<file path="config.mk">
export PLATFORM = sky130hd
export DESIGN_NAME = uart_rx_core
export DESIGN_NICKNAME = d
export VERILOG_FILES = /design/src/rtl/uart_pkg.sv /design/src/rtl/uart_baud_tick.sv /design/src/rtl/uart_rx_core.sv
export SDC_FILE = /design/constraint.sdc
export NUM_CORES = 1
export LEC_CHECK = 0
export ABC_AREA = 1
export BUFFER_PORTS_ARGS = -buffer_cell sky130_fd_sc_hd__buf_4
export CAP_MARGIN = 20
export CORE_ASPECT_RATIO = 0.75
export CORE_MARGIN = 2
export CORE_UTILIZATION = 40
export CTS_BUF_LIST = sky130_fd_sc_hd__clkbuf_8
export CTS_CLUSTER_DIAMETER = 150
export DETAILED_ROUTE_END_ITERATION = 8
export SLEW_MARGIN = 0
export SYNTH_ARGS = -nofsm -noshare
export SYNTH_HDL_FRONTEND = slang
export SYNTH_SLANG_ARGS = --single-unit
</file>
<file path="constraint.sdc">
create_clock -name clk_i -period 9.8 [get_ports clk_i]
set_input_delay 0.49 -clock clk_i [delete_from_list [all_inputs] [get_ports clk_i]]
set_output_delay 0.49 -clock clk_i [all_outputs]
set_load 0.05 [all_outputs]
</file>
<file path="src/rtl/uart_pkg.sv">
// Shared UART types and constants: receive FSM states, data-bit encodings and IRQ event indices.
package uart_pkg;

  localparam int UART_OVERSAMPLE = 16;

  typedef enum logic [2:0] {
    RX_IDLE      = 3'd0,
    RX_START     = 3'd1,
    RX_DATA      = 3'd2,
    RX_PARITY    = 3'd3,
    RX_STOP      = 3'd4,
    RX_WAIT_IDLE = 3'd5
  } uart_rx_state_t;

  localparam logic [1:0] UART_DBITS_5 = 2'd0;
  localparam logic [1:0] UART_DBITS_6 = 2'd1;
  localparam logic [1:0] UART_DBITS_7 = 2'd2;
  localparam logic [1:0] UART_DBITS_8 = 2'd3;

  localparam int IRQ_RX_DONE         = 0;
  localparam int IRQ_UART_PARITY_ERR = 1;
  localparam int IRQ_UART_BAD_FRAME  = 2;
  localparam int IRQ_UART_OVERRUN    = 3;

  function automatic int unsigned data_bits_num(input logic [1:0] enc);
    return 32'd5 + 32'(enc);
  endfunction

endpackage

</file>
<file path="src/rtl/uart_baud_tick.sv">
// Oversample tick divider: counts 0..max(div,1)-1, ticks on the last count, reload re-phases to 0.
module uart_baud_tick #(
  parameter int DIV_WIDTH = 16
) (
  input  logic                 clk_i,
  input  logic                 rstn_i,
  input  logic [DIV_WIDTH-1:0] div_i,
  input  logic                 reload_i,
  output logic                 tick_o
);

  logic [DIV_WIDTH-1:0] cnt;
  logic [DIV_WIDTH-1:0] max_m1;

  // A divider of 0 behaves like 1, i.e. one tick per clock.
  assign max_m1 = (div_i == '0) ? '0 : div_i - DIV_WIDTH'(1);
  assign tick_o = (cnt == max_m1);

  always_ff @(posedge clk_i or negedge rstn_i) begin
    if (!rstn_i) begin
      cnt <= '0;
    end else if (reload_i || cnt >= max_m1) begin
      cnt <= '0;
    end else begin
      cnt <= cnt + DIV_WIDTH'(1);
    end
  end

endmodule

</file>
<file path="src/rtl/uart_rx_core.sv">
// UART receive engine: oversampled LSB-first deserializer with a one-entry holding register and event pulses.
module uart_rx_core
  import uart_pkg::*;
#(
  parameter int OVERSAMPLE = 16,
  parameter int DATA_WIDTH = 8,
  parameter int DIV_WIDTH  = 16
) (
  input  logic                  clk_i,
  input  logic                  rstn_i,
  input  logic                  rx_i,
  input  logic                  rx_en_i,
  input  logic [DIV_WIDTH-1:0]  baud_div_i,
  input  logic [1:0]            data_bits_i,
  input  logic                  parity_en_i,
  input  logic                  parity_odd_i,
  input  logic                  stop2_i,
  output logic [DATA_WIDTH-1:0] data_o,
  output logic                  data_valid_o,
  input  logic                  data_ready_i,
  output logic                  rx_busy_o,
  output logic                  rx_done_o,
  output logic                  parity_err_o,
  output logic                  bad_frame_o,
  output logic                  overrun_o,
  output uart_rx_state_t        state_o
);

  localparam int TW = $clog2(OVERSAMPLE);
  localparam int IW = $clog2(DATA_WIDTH);
  localparam logic [TW-1:0] MID_T  = TW'(OVERSAMPLE / 2 - 1);
  localparam logic [TW-1:0] LAST_T = TW'(OVERSAMPLE - 1);

  uart_rx_state_t state, state_nx;

  logic                  rx_q1, rx_s, rx_s_d;
  logic                  tick, start_det, bit_end;
  logic [TW-1:0]         tick_cnt;
  logic [IW-1:0]         bit_idx, last_idx;
  logic                  stop_idx;
  logic [DATA_WIDTH-1:0] shreg;
  logic                  par_flag;
  logic [1:0]            cfg_bits;
  logic                  cfg_par_en, cfg_par_odd, cfg_stop2;
  logic [DIV_WIDTH-1:0]  div_q;
  logic                  load_cfg, take_data, take_par, stop_first, deliver, frame_err;

  assign start_det = rx_en_i && rx_s_d && !rx_s;
  assign bit_end   = tick && (tick_cnt == ((state == RX_START) ? MID_T : LAST_T));
  assign last_idx  = IW'(data_bits_num(cfg_bits) - 1);
  assign rx_busy_o = (state != RX_IDLE);
  assign state_o   = state;

  uart_baud_tick #(.DIV_WIDTH(DIV_WIDTH)) u_tick (
    .clk_i    (clk_i),
    .rstn_i   (rstn_i),
    .div_i    ((state == RX_IDLE) ? baud_div_i : div_q),
    .reload_i (load_cfg),
    .tick_o   (tick)
  );

  always_ff @(posedge clk_i or negedge rstn_i) begin
    if (!rstn_i) state <= RX_IDLE;
    else         state <= state_nx;
  end

  always_comb begin
    state_nx   = state;
    load_cfg   = 1'b0;
    take_data  = 1'b0;
    take_par   = 1'b0;
    stop_first = 1'b0;
    deliver    = 1'b0;
    frame_err  = 1'b0;
    if (state != RX_IDLE && !rx_en_i) begin
      state_nx = RX_IDLE;
    end else begin
      case (state)
        RX_IDLE: if (start_det) begin
          load_cfg = 1'b1;
          state_nx = RX_START;
        end
        RX_START: if (bit_end) state_nx = rx_s ? RX_IDLE : RX_DATA;
        RX_DATA: if (bit_end) begin
          take_data = 1'b1;
          if (bit_idx == last_idx) state_nx = cfg_par_en ? RX_PARITY : RX_STOP;
        end
        RX_PARITY: if (bit_end) begin
          take_par = 1'b1;
          state_nx = RX_STOP;
        end
        RX_STOP: if (bit_end) begin
          if (!rx_s) begin
            frame_err = 1'b1;
            state_nx  = RX_WAIT_IDLE;
          end else if (cfg_stop2 && !stop_idx) begin
            stop_first = 1'b1;
          end else begin
            deliver  = 1'b1;
            state_nx = RX_IDLE;
          end
        end
        RX_WAIT_IDLE: if (rx_s) state_nx = RX_IDLE;
        default: state_nx = RX_IDLE;
      endcase
    end
  end

  // Holding register: a byte moves upstream on any cycle with data_valid_o & data_ready_i;
  // a new byte may be loaded in that same cycle, otherwise a delivery into a full register overruns.
  always_ff @(posedge clk_i or negedge rstn_i) begin
    if (!rstn_i) begin
      rx_q1 <= 1'b1;  rx_s <= 1'b1;  rx_s_d <= 1'b1;
      tick_cnt <= '0;  bit_idx <= '0;  stop_idx <= 1'b0;
      shreg <= '0;  par_flag <= 1'b0;
      cfg_bits <= UART_DBITS_8;  cfg_par_en <= 1'b0;  cfg_par_odd <= 1'b0;  cfg_stop2 <= 1'b0;
      div_q <= '0;
      data_o <= '0;  data_valid_o <= 1'b0;
      rx_done_o <= 1'b0;  parity_err_o <= 1'b0;  bad_frame_o <= 1'b0;  overrun_o <= 1'b0;
    end else begin
      rx_q1  <= rx_i;
      rx_s   <= rx_q1;
      rx_s_d <= rx_s;
      rx_done_o    <= 1'b0;
      parity_err_o <= 1'b0;
      bad_frame_o  <= frame_err;
      overrun_o    <= 1'b0;

      if (state == RX_IDLE)  tick_cnt <= '0;
      else if (bit_end)      tick_cnt <= '0;
      else if (tick)         tick_cnt <= tick_cnt + TW'(1);

      if (load_cfg) begin
        cfg_bits <= data_bits_i;  cfg_par_en <= parity_en_i;
        cfg_par_odd <= parity_odd_i;  cfg_stop2 <= stop2_i;
        div_q <= baud_div_i;
        shreg <= '0;  par_flag <= 1'b0;  bit_idx <= '0;  stop_idx <= 1'b0;
      end
      if (take_data) begin
        shreg[bit_idx] <= rx_s;
        bit_idx        <= bit_idx + IW'(1);
      end
      if (take_par)   par_flag <= (rx_s != ((^shreg) ^ cfg_par_odd));
      if (stop_first) stop_idx <= 1'b1;

      if (deliver) begin
        parity_err_o <= par_flag;
        if (!data_valid_o || data_ready_i) begin
          data_o       <= shreg;
          data_valid_o <= 1'b1;
          rx_done_o    <= 1'b1;
        end else begin
          overrun_o <= 1'b1;
        end
      end else if (data_valid_o && data_ready_i) begin
        data_valid_o <= 1'b0;
      end
    end
  end

endmodule

</file>
==> results of run 1 <==
==> cells in the final DEF (no fill, tap or decap), drive strengths merged <==
cell type / Yosys / final
o21ai: 48 / 48
bufinv: 0 / 1
a211oi: 1 / 1
nand3b: 4 / 4
ha: 21 / 21
nand4: 7 / 7
xnor2: 8 / 8
dfstp: 5 / 5
clkinv: 0 / 3
a21oi: 10 / 10
or2: 1 / 1
dfrtp: 68 / 68
o22ai: 2 / 2
nand2: 220 / 220
o21bai: 1 / 1
xor2: 16 / 16
o21a: 1 / 1
clkbuf: 5 / 10
nand3: 83 / 83
buf: 14 / 43
nor2: 80 / 80
inv: 87 / 88
nor3: 3 / 3
clkinvlp: 0 / 1
==> per-stage QoR <==
step | hold WS (ns) | cell area [um^2] | setup WS, ns | cells | total power, mW
finish | 0.243 | 5480 | 5.46 | 887 | 1.30
global route | 0.220 | 5480 | 5.03 | 887 | 1.43
CTS | 0.227 | 5480 | 5.49 | 887 | 1.32
detailed placement | 0.354 | 5270 | 5.50 | 871 | 1.06
global placement | 0.347 | 5270 | 5.71 | 871 | 1.05
floorplan | 0.194 | 4870 | 6.32 | 685 | 0.919
==> power by group through the flow <==
stage	Clock, mW	Combinational [mW]	Sequential (mW)
after floorplan	0	0.498	0.421
after global placement	0	0.629	0.420
after detailed placement	0	0.641	0.421
after CTS	0.256	0.645	0.416
after global routing	0.267	0.740	0.425
final	0.247	0.641	0.416
==> flip-flops by register name, indices dropped and copies added (netlist names), 2 cells and up <==
signal      cells
cfg_bits        2
tick_cnt        4
shreg           8
div_q          16
data_o          8
u_tick.cnt     16
bit_idx         3
state_o         3
==> worst reg2reg max path: stages, from the launching register on <==
cell     delay (ns)
dfrtp_1        0.48
nor2_4         0.52
nand2_4        0.39
nand2_1        0.15
nand2_1        0.12
ha_1           0.23
nand3_1        0.09
nor2_2         0.06
nand2_2        0.26
nand3_1        0.16
ha_1           0.32
nand2_1        0.07
nor2_1         0.11
nand2_1        0.10
nor2_2         0.36
nand2_2        0.17
inv_2          0.12
nand3_1        0.27
nand3_1        0.18
nand2_1        0.07
==> kinds of logic (layout without fill, tap and decap cells) <==
| kind of cell | after synthesis | count (layout) |
|---|---|---|
| buffers and inverters | 106 | 146 |
| flip-flops | 73 | 73 |
| adder cells (fa/ha/maj) | 21 | 21 |
| XOR/XNOR | 24 | 24 |
| AND/OR/NAND/NOR | 398 | 398 |
| AO/OA/AOI/OAI | 63 | 63 |
==> synthesized netlist by cell type, types with 5 or more instances <==
| cell type | number |
|---|---|
| nand2_1 | 209 |
| nand2_2 | 10 |
| nand3_1 | 72 |
| buf_2 | 5 |
| o21ai_1 | 14 |
| dfrtp_1 | 68 |
| nand4_1 | 7 |
| buf_4 | 5 |
| o21ai_0 | 33 |
| xor2_1 | 16 |
| a21oi_1 | 10 |
| dfstp_2 | 5 |
| nor2_2 | 8 |
| inv_1 | 84 |
| xnor2_1 | 8 |
| clkbuf_1 | 5 |
| nor2_1 | 69 |
| ha_1 | 21 |
| nand3_2 | 10 |
==> metal layers <==
metal / track usage (%) / vias to the layer above / wire [um]
li1: - / 2232 / -
met1: 28.2 / 1963 / 6150
met2: 28.6 / 99 / 4790
met3: 3.57 / 16 / 558
met4: 5.94 / 0 / 169
met5: 0 / - / 0
==> layout make-up <==
cell class	instances	area [um^2]	area share, %
multi-input combinational	506	2590	47.3
sequential	73	1830	33.5
inverter	87	327	5.96
timing repair buffer	43	323	5.90
tap	162	203	3.70
clock buffer	10	138	2.51
clock inverter	6	65.1	1.19
==> how the worst max path moves through the flow <==
stage	startpoint	endpoint	slack (ns)	depth (start not counted)
after global routing	state_o[0]	shreg[2]	5.03	19
after floorplan	state_o[2]	data_o[1]	6.32	22
after global placement	state_o[0]	shreg[0]	5.71	19
after detailed placement	state_o[0]	shreg[1]	5.50	19
after CTS	state_o[0]	shreg[1]	5.49	19
final	state_o[0]	shreg[1]	5.46	19
==> summary.txt, run 1 <==
Run status
  – Outcome: completed

Floorplan
  – Initial cell density of the core: about two fifths
  – # IOs: 43
  – Chip Height: 99.6 um
  – # rows: 34
  – Chip width: 131 um
  – Die footprint: roughly 13000 um^2
  – Core area: between 10000 and 15000 um^2

Run
  – Maxcap violations: 0

Yosys
  – Post-synthesis adder-cell area fraction: between 5 and 6%
  – Synth top area cells: dfrtp_1 (35%), nand2_1 (16%), nand3_1 (7.4%)
  – Mux share of post-synthesis cell area: 0%
  – XOR/XNOR share of the synthesized area: under 10%
  – Largest family of logic cells by synthesized area: simple AND/OR/NAND/NOR gates
  – Number of synthesis warnings: 0
  – Post-synthesis sequential area ratio: 37.6%
  – Synth area leader: dfrtp_1
  – Post-Syn Instances: around 690
  – Synth Area in Compound Gates: between 6 and 7%
  – Post-synth EDFFs: 0
  – Cell Area, Synth: 4870 um^2
  – Syn Nets: 732
  – Flops & latches, synth: 73
  – Primary FF master, synth: dfrtp_1
  – Number of distinct library cells after synthesis: 33
  – Async S/R FF share, synth: 100%
  – Avg Cell Area, Syn: between 7 and 8 um^2
  – Yosys top cell area share: about a third
  – Simple-Gate Fraction of Synth Area: a little over a third

Detailed routing
  – DRC Markers: 0
  – Vias: about 4300
  – DRT Wirelength: approximately 12000 um
  – Via density: between 4 and 5
  – DRT Pass-1 Iters: 5
  – Starting DRT DRC Count: around 220
  – Antenna-violating nets left: 0
  – Wirelength per Cell: around 13 um

Global routing
  – Initial antenna violation count: 0
  – Gr usage total: 19.2%
  – GRT overflow: 0
  – Vias in the first global route: 4116
  – Pin count of the biggest net entering global routing: 74
  – First-pass GRT wire length: 20200 um

Final layout
  – Net count, final: 767
  – Share of layout cells above drive strength 1: 14.1%
  – Filler instances: 1198
  – Fin util: 46.6%
  – Antenna cells: 0
  – Area Overhead vs Synth: 12.3%

Place
  – Post-DP HPWL: about 8800 um
  – Port-buffer cells: 42
  – Placer Congestion: about 0.90

Pwr
  – Sw power: 0.600 mW
  – Pint: between 0.7 and 0.8 mW
  – PwrDens: between 200 and 250 nW/um^2
  – Comb pwr share: about half
  – Switching Share: 46.0%
  – Flop pwr share: between 30% and 40%
  – Clock power share: between 10% and 20%
  – Peak supply drop: 0.000110 V
  – Leakage: ~2.8 nW

CTS
  – Number of CTS-inserted buffers: 9
  – Clock Pin Slew Worst Setup and Hold Paths: 0.08 ns
  – Post-CTS resize count: 0
  – Worst-Skew Late Latency: 0.36 ns
  – Hold buffers post-CTS: 0
  – CTS Root Cell: clkbuf_8
  – Post-CTS setup buffer count: 0
  – TritonCTS clock tree: done
  – Buffer levels on the longest clock path: 2
  – H-Tree Depth: 3
  – Clk sinks: 73

STA
  – Max Clk Rate: 231 MHz
  – Setup TNS: 0 ns
  – Worst-Margin Slew: about 0.95 ns
  – Final setup fails: 0
  – Fin. max-slew vios: 0
  – Final hold viol count: 0
  – Setup Skew: around 0.0073 ns
  – Final Cycle Share: between 40 and 50%
  – RSZ-0062 raised after global routing: no
  – Rel. slew slack: a little under two fifths
  – Final Critical Period: 4.34 ns

Critical path
  – Worst setup path class: flip-flop to flip-flop
  – Crit path max-delay family: simple AND/OR/NAND/NOR gates
  – CP max stage cell: nor2_4
  – CP most frequent cell: nand2_1
  – Critical path, cell by cell: nor2_4 -> nand2_4 -> nand2_1 -> nand2_1 -> ha_1 -> nand3_1 -> nor2_2 -> nand2_2 -> nand3_1 -> ha_1 -> nand2_1 -> nor2_1 -> nand2_1 -> nor2_2 -> nand2_2 -> inv_2 -> nand3_1 -> nand3_1 -> nand2_1
  – Slowest stage delay, CP: ~0.52 ns
  – FF-to-FF path depth: 19
  – Worst path arrival time: 4.58 ns
  – CP Buf/Inv Count: 1
  – FF-to-FF End: shreg[1]
  – Startpoint types: flip-flop
  – Worst EP required: about 10 ns
  – Flop2flop setup slack: 5.46 ns
  – Setup crit end kind: flip-flop
  – Crit-path max FO: 35
  – R2R Path Start: state_o[0]

Min path
  – Worst Hold End: rx_q1
  – Worst hold stages: 1
  – Hold Crit Start: rx_i
  – HP Class: input pin to flip-flop
Note: power is estimated with default switching activity, not from simulation.
==> run 2: changes to the inputs <==
- ABC_AREA: 1 -> 0
- clock period: 9.8 -> 4.4 ns (I/O delays scaled with it)
==> run 2 against run 1 <==
The flow now finishes with violations (hold timing). Core utilization grew 1.4 points. Via count decreased by 14%. Register-to-register slack got worse by 5.2 ns. Cell area fell by 4.8%. Critical path type unchanged. Setup slack worse by 5.2 ns. Non-clock buffer count grew 15. Cell count shrank 23%. Count of clock-buffer cells in the layout is 1 lower. Die area decreased by 8.8%.
==> summary.txt, run 2 <==
CTS
  – CTS Root Cell: clkbuf_8
  – TritonCTS clock tree: done
  – Worst-Skew Late Latency: 0.36 ns (about the same)
  – H-Tree Depth: 3 (unchanged)
  – Clock Pin Slew Worst Setup and Hold Paths: 0.08 ns (about the same)
  – Number of CTS-inserted buffers: 9 (unchanged)
  – Buffer levels on the longest clock path: 2 (unchanged)
  – Clk sinks: 73 (unchanged)

Pwr
  – PwrDens: 570 nW/um^2 (+140%)
  – Peak supply drop: 0.000253 V (+130%)
  – Leakage: 2.45 nW (-14%)

Floorplan
  – Core area: 10900 um^2 (-7.5%)
  – Chip Height: 95.1 um (-4.5%)
  – # rows: 33 (-2.9%)
  – Chip width: 125 um (-4.5%)
  – # IOs: 43 (unchanged)
  – Initial cell density of the core: 40.8% (-0.74 points)
  – Die footprint: 11900 um^2 (-8.8%)

Yosys
  – Syn Nets: 534 (-27%)
  – Cell Area, Synth: 4430 um^2 (-9.2%)
  – Post-synthesis sequential area ratio: 41.4% (+3.8 points)
  – Yosys top cell area share: 38.4% (+3.5 points)
  – Async S/R FF share, synth: 100% (unchanged)
  – Commonest cells in the netlist: nand2_1 (110), dfrtp_1 (68), nor3_1 (32)
  – Number of distinct library cells after synthesis: 49 (+48%)
  – Post-synth EDFFs: 0 (unchanged)
  – Most numerous cell in the Yosys netlist: nand2_1
  – Number of synthesis warnings: 0 (unchanged)
  – Synth area leader: dfrtp_1
  – Post-Syn Instances: 487 (-29%)
  – Primary FF master, synth: dfrtp_1
  – Flops & latches, synth: 73 (unchanged)
  – Synth top area cells: dfrtp_1 (38%), nand2_1 (9.3%), mux2i_1 (6.1%)
  – Avg Cell Area, Syn: 9.09 um^2 (+28%)

Final layout
  – Filler instances: 1048 (-13%)
  – Area Overhead vs Synth: 17.7%
  – Share of layout cells above drive strength 1: 19.1% (+5.0 points)
  – Most common cell after layout, fill and taps aside: nand2_1
  – Post-route cell area: 5210 um^2 (-4.8%)
  – Most frequent cells in the layout: nand2_1 (110), dfrtp_1 (65), buf_4 (56)
  – Non-filler instance count after layout: 685 (-23%)
  – Largest registers: div_q (16), u_tick.cnt (16)
  – Net count, final: 586 (-24%)

Place
  – Post-DP HPWL: 8000 um (-9.3%)
  – Placer Congestion: 0.833 (-7.2%)
  – Port-buffer cells: 42 (unchanged)
  – Pre-CTS setup slack: 0.0774 ns (-5.43 ns)
  – Post-DP Area: 4960 um^2 (-5.8%)
  – DP Cell Count: 666 (-24%)

Detailed routing
  – Via density: 5.40 (+11%)
  – Starting DRT DRC Count: 256 (+19%)
  – DRT Wirelength: 10800 um (-7.3%)
  – DRC Markers: 0 (unchanged)
  – DRT Pass-1 Iters: 4 (-1)
  – Wirelength per Cell: 15.8 um (+20%)
  – Antenna-violating nets left: 0 (unchanged)
  – Vias: 3702 (-14%)

Critical path
  – Crit-path max FO: 11 (-69%)
  – Flop2flop setup slack: 0.27 ns (-5.20 ns)
  – CP max stage cell: or4_4
  – Worst EP required: 4.65 ns (-5.40 ns)
  – FF-to-FF End: data_o[2]
  – FF-to-FF path depth: 14 (-5)
  – R2R Path Start: state_o[1]
  – Startpoint types: flip-flop
  – WP depth: 14 (-5)
  – Worst setup path class: flip-flop to flip-flop
  – CP Buf/Inv Count: 2 (+1)
  – Crit path max-delay family: simple AND/OR/NAND/NOR gates
  – Critical path, cell by cell: nor3_4 -> buf_12 -> mux2i_2 -> ha_2 -> inv_1 -> a211o_1 -> o22ai_1 -> nand2_1 -> ha_1 -> nand4_1 -> or4_4 -> nor4_4 -> nand2_2 -> mux2_2
  – Worst path arrival time: 4.38 ns (-0.20 ns)
  – Setup crit end kind: flip-flop
  – Slowest stage delay, CP: 0.63 ns (+0.11 ns)

STA
  – Rel. slew slack: 38.3% (+1.5 points)
  – Final WS setup: 0.265 ns (-5.20 ns)
  – Final setup fails: 0 (unchanged)
  – Final Critical Period: 4.13 ns (-0.203 ns)
  – Worst-Margin Slew: 0.926 ns (-0.0220 ns)
  – Max Clk Rate: 242 MHz (+4.9%)
  – Setup Skew: 0.00718 ns (-0.000157 ns)
  – Final Cycle Share: 94.0% (+50 points)
  – WHS: -0.00565 ns (-0.249 ns)
  – Fin. max-slew vios: 0 (unchanged)
  – Final hold viol count: 10 (+10)

Global routing
  – Initial antenna violation count: 1 (+1)
  – Gr usage total: 19.2% (about the same)
  – GRT overflow: 0 (unchanged)
  – First-pass GRT wire length: 18100 um (-10%)
  – Pin count of the biggest net entering global routing: 74 (unchanged)
  – Vias in the first global route: 3587 (-13%)

Run status
  – Outcome: finished with violations
  – Failing checks: hold timing

Min path
  – HP Class: input pin to asynchronous set/reset pin

Run
  – Maxcap violations: 0 (unchanged)
run 2: changes by cell type in the layout (fill, tap and decap cells not counted), sizes merged, moves of 27 or more:
cell and delta:
mux2i +27, nor2 -56, inv -78, nor3 +30, o21ai -38, nand3 -59, nand2 -109
run 2: kinds of logic (layout without fill, tap and decap cells):
kind of cell | after synthesis | count (layout) | share of synthesized area [%]
AOI/OAI and AO/OA | 44 | 44 | 6.53
xor gates and xnor gates | 36 | 36 | 7.12
buffers and inverters | 25 | 82 | 2.35
muxes | 38 | 38 | 8.90
adders and majority gates | 21 | 21 | 5.94
DFF | 73 | 73 | 41.4
other | 0 | 1 | 0
and+or+nand+nor | 250 | 250 | 27.8
run 2: worst max path at each step:
stage | from | end
final | state_o[1] | data_o[2]
after global routing | state_o[1] | state_o[0]
after CTS | state_o[1] | data_o[2]
after detailed placement | state_o[1] | data_o[2]
after global placement | state_o[1] | data_o[0]
after floorplan | state_o[0] | data_o[0]
run 2: area by class of cell:
cell class / count / area [um^2] / share of cell area (%)
antenna: 1 / 2.50 / 0.0480
clock buffer: 9 / 124 / 2.38
clock inverter: 7 / 83.8 / 1.61
inverter: 8 / 30.0 / 0.576
multi-input combinational: 389 / 2510 / 48.1
sequential: 73 / 1840 / 35.2
tap: 140 / 175 / 3.36
timing repair buffer: 58 / 450 / 8.64
run 2: timing repair:
item	CTS	global route
hold buffers	1	0
gates resized for setup	0	2
setup buffers	0	1
endpoints found under the hold margin	1	0
setup endpoints to repair	0	15
run 2: power breakdown:
group | total [mW] | internal (mW) | switching [mW]
Clock | 0.557 | 0.271 | 0.285
Combinational | 1.42 | 0.625 | 0.794
Sequential | 0.993 | 0.815 | 0.178
run 2: per-stage QoR:
stage | hold WS [ns] | setup TNS, ns | total power [mW] | util [%]
5_1_grt | 0.0330 | -0.00110 | 3.20 | 48.0
3_3_place_gp | 0.330 | 0 | 2.36 | 45.7
4_1_cts | 0.0244 | 0 | 2.95 | 47.7
6_report | -0.00565 | 0 | 2.97 | 48.0
3_5_place_dp | 0.329 | 0 | 2.37 | 45.7
2_1_floorplan | -0.0756 | 0 | 2.00 | -
run 2: worst register-to-register path: stages (launching register included):
cell and delay (ns):
dfrtp_2 0.48, nor3_4 0.24, buf_12 0.14, mux2i_2 0.29, ha_2 0.28, inv_1 0.09
a211o_1 0.30, o22ai_1 0.18, nand2_1 0.08, ha_1 0.30, nand4_1 0.15, or4_4 0.63
nor4_4 0.33, nand2_2 0.20, mux2_2 0.32
run 2: per-layer routing:
metal | part of all wire [%] | GRT usage (%) | routed length [um]
met5 | 0 | 0 | 0
met4 | 0.96 | 7.04 | 104
met3 | 4.8 | 4.15 | 523
met2 | 40 | 26.4 | 4360
met1 | 54 | 29.3 | 5840
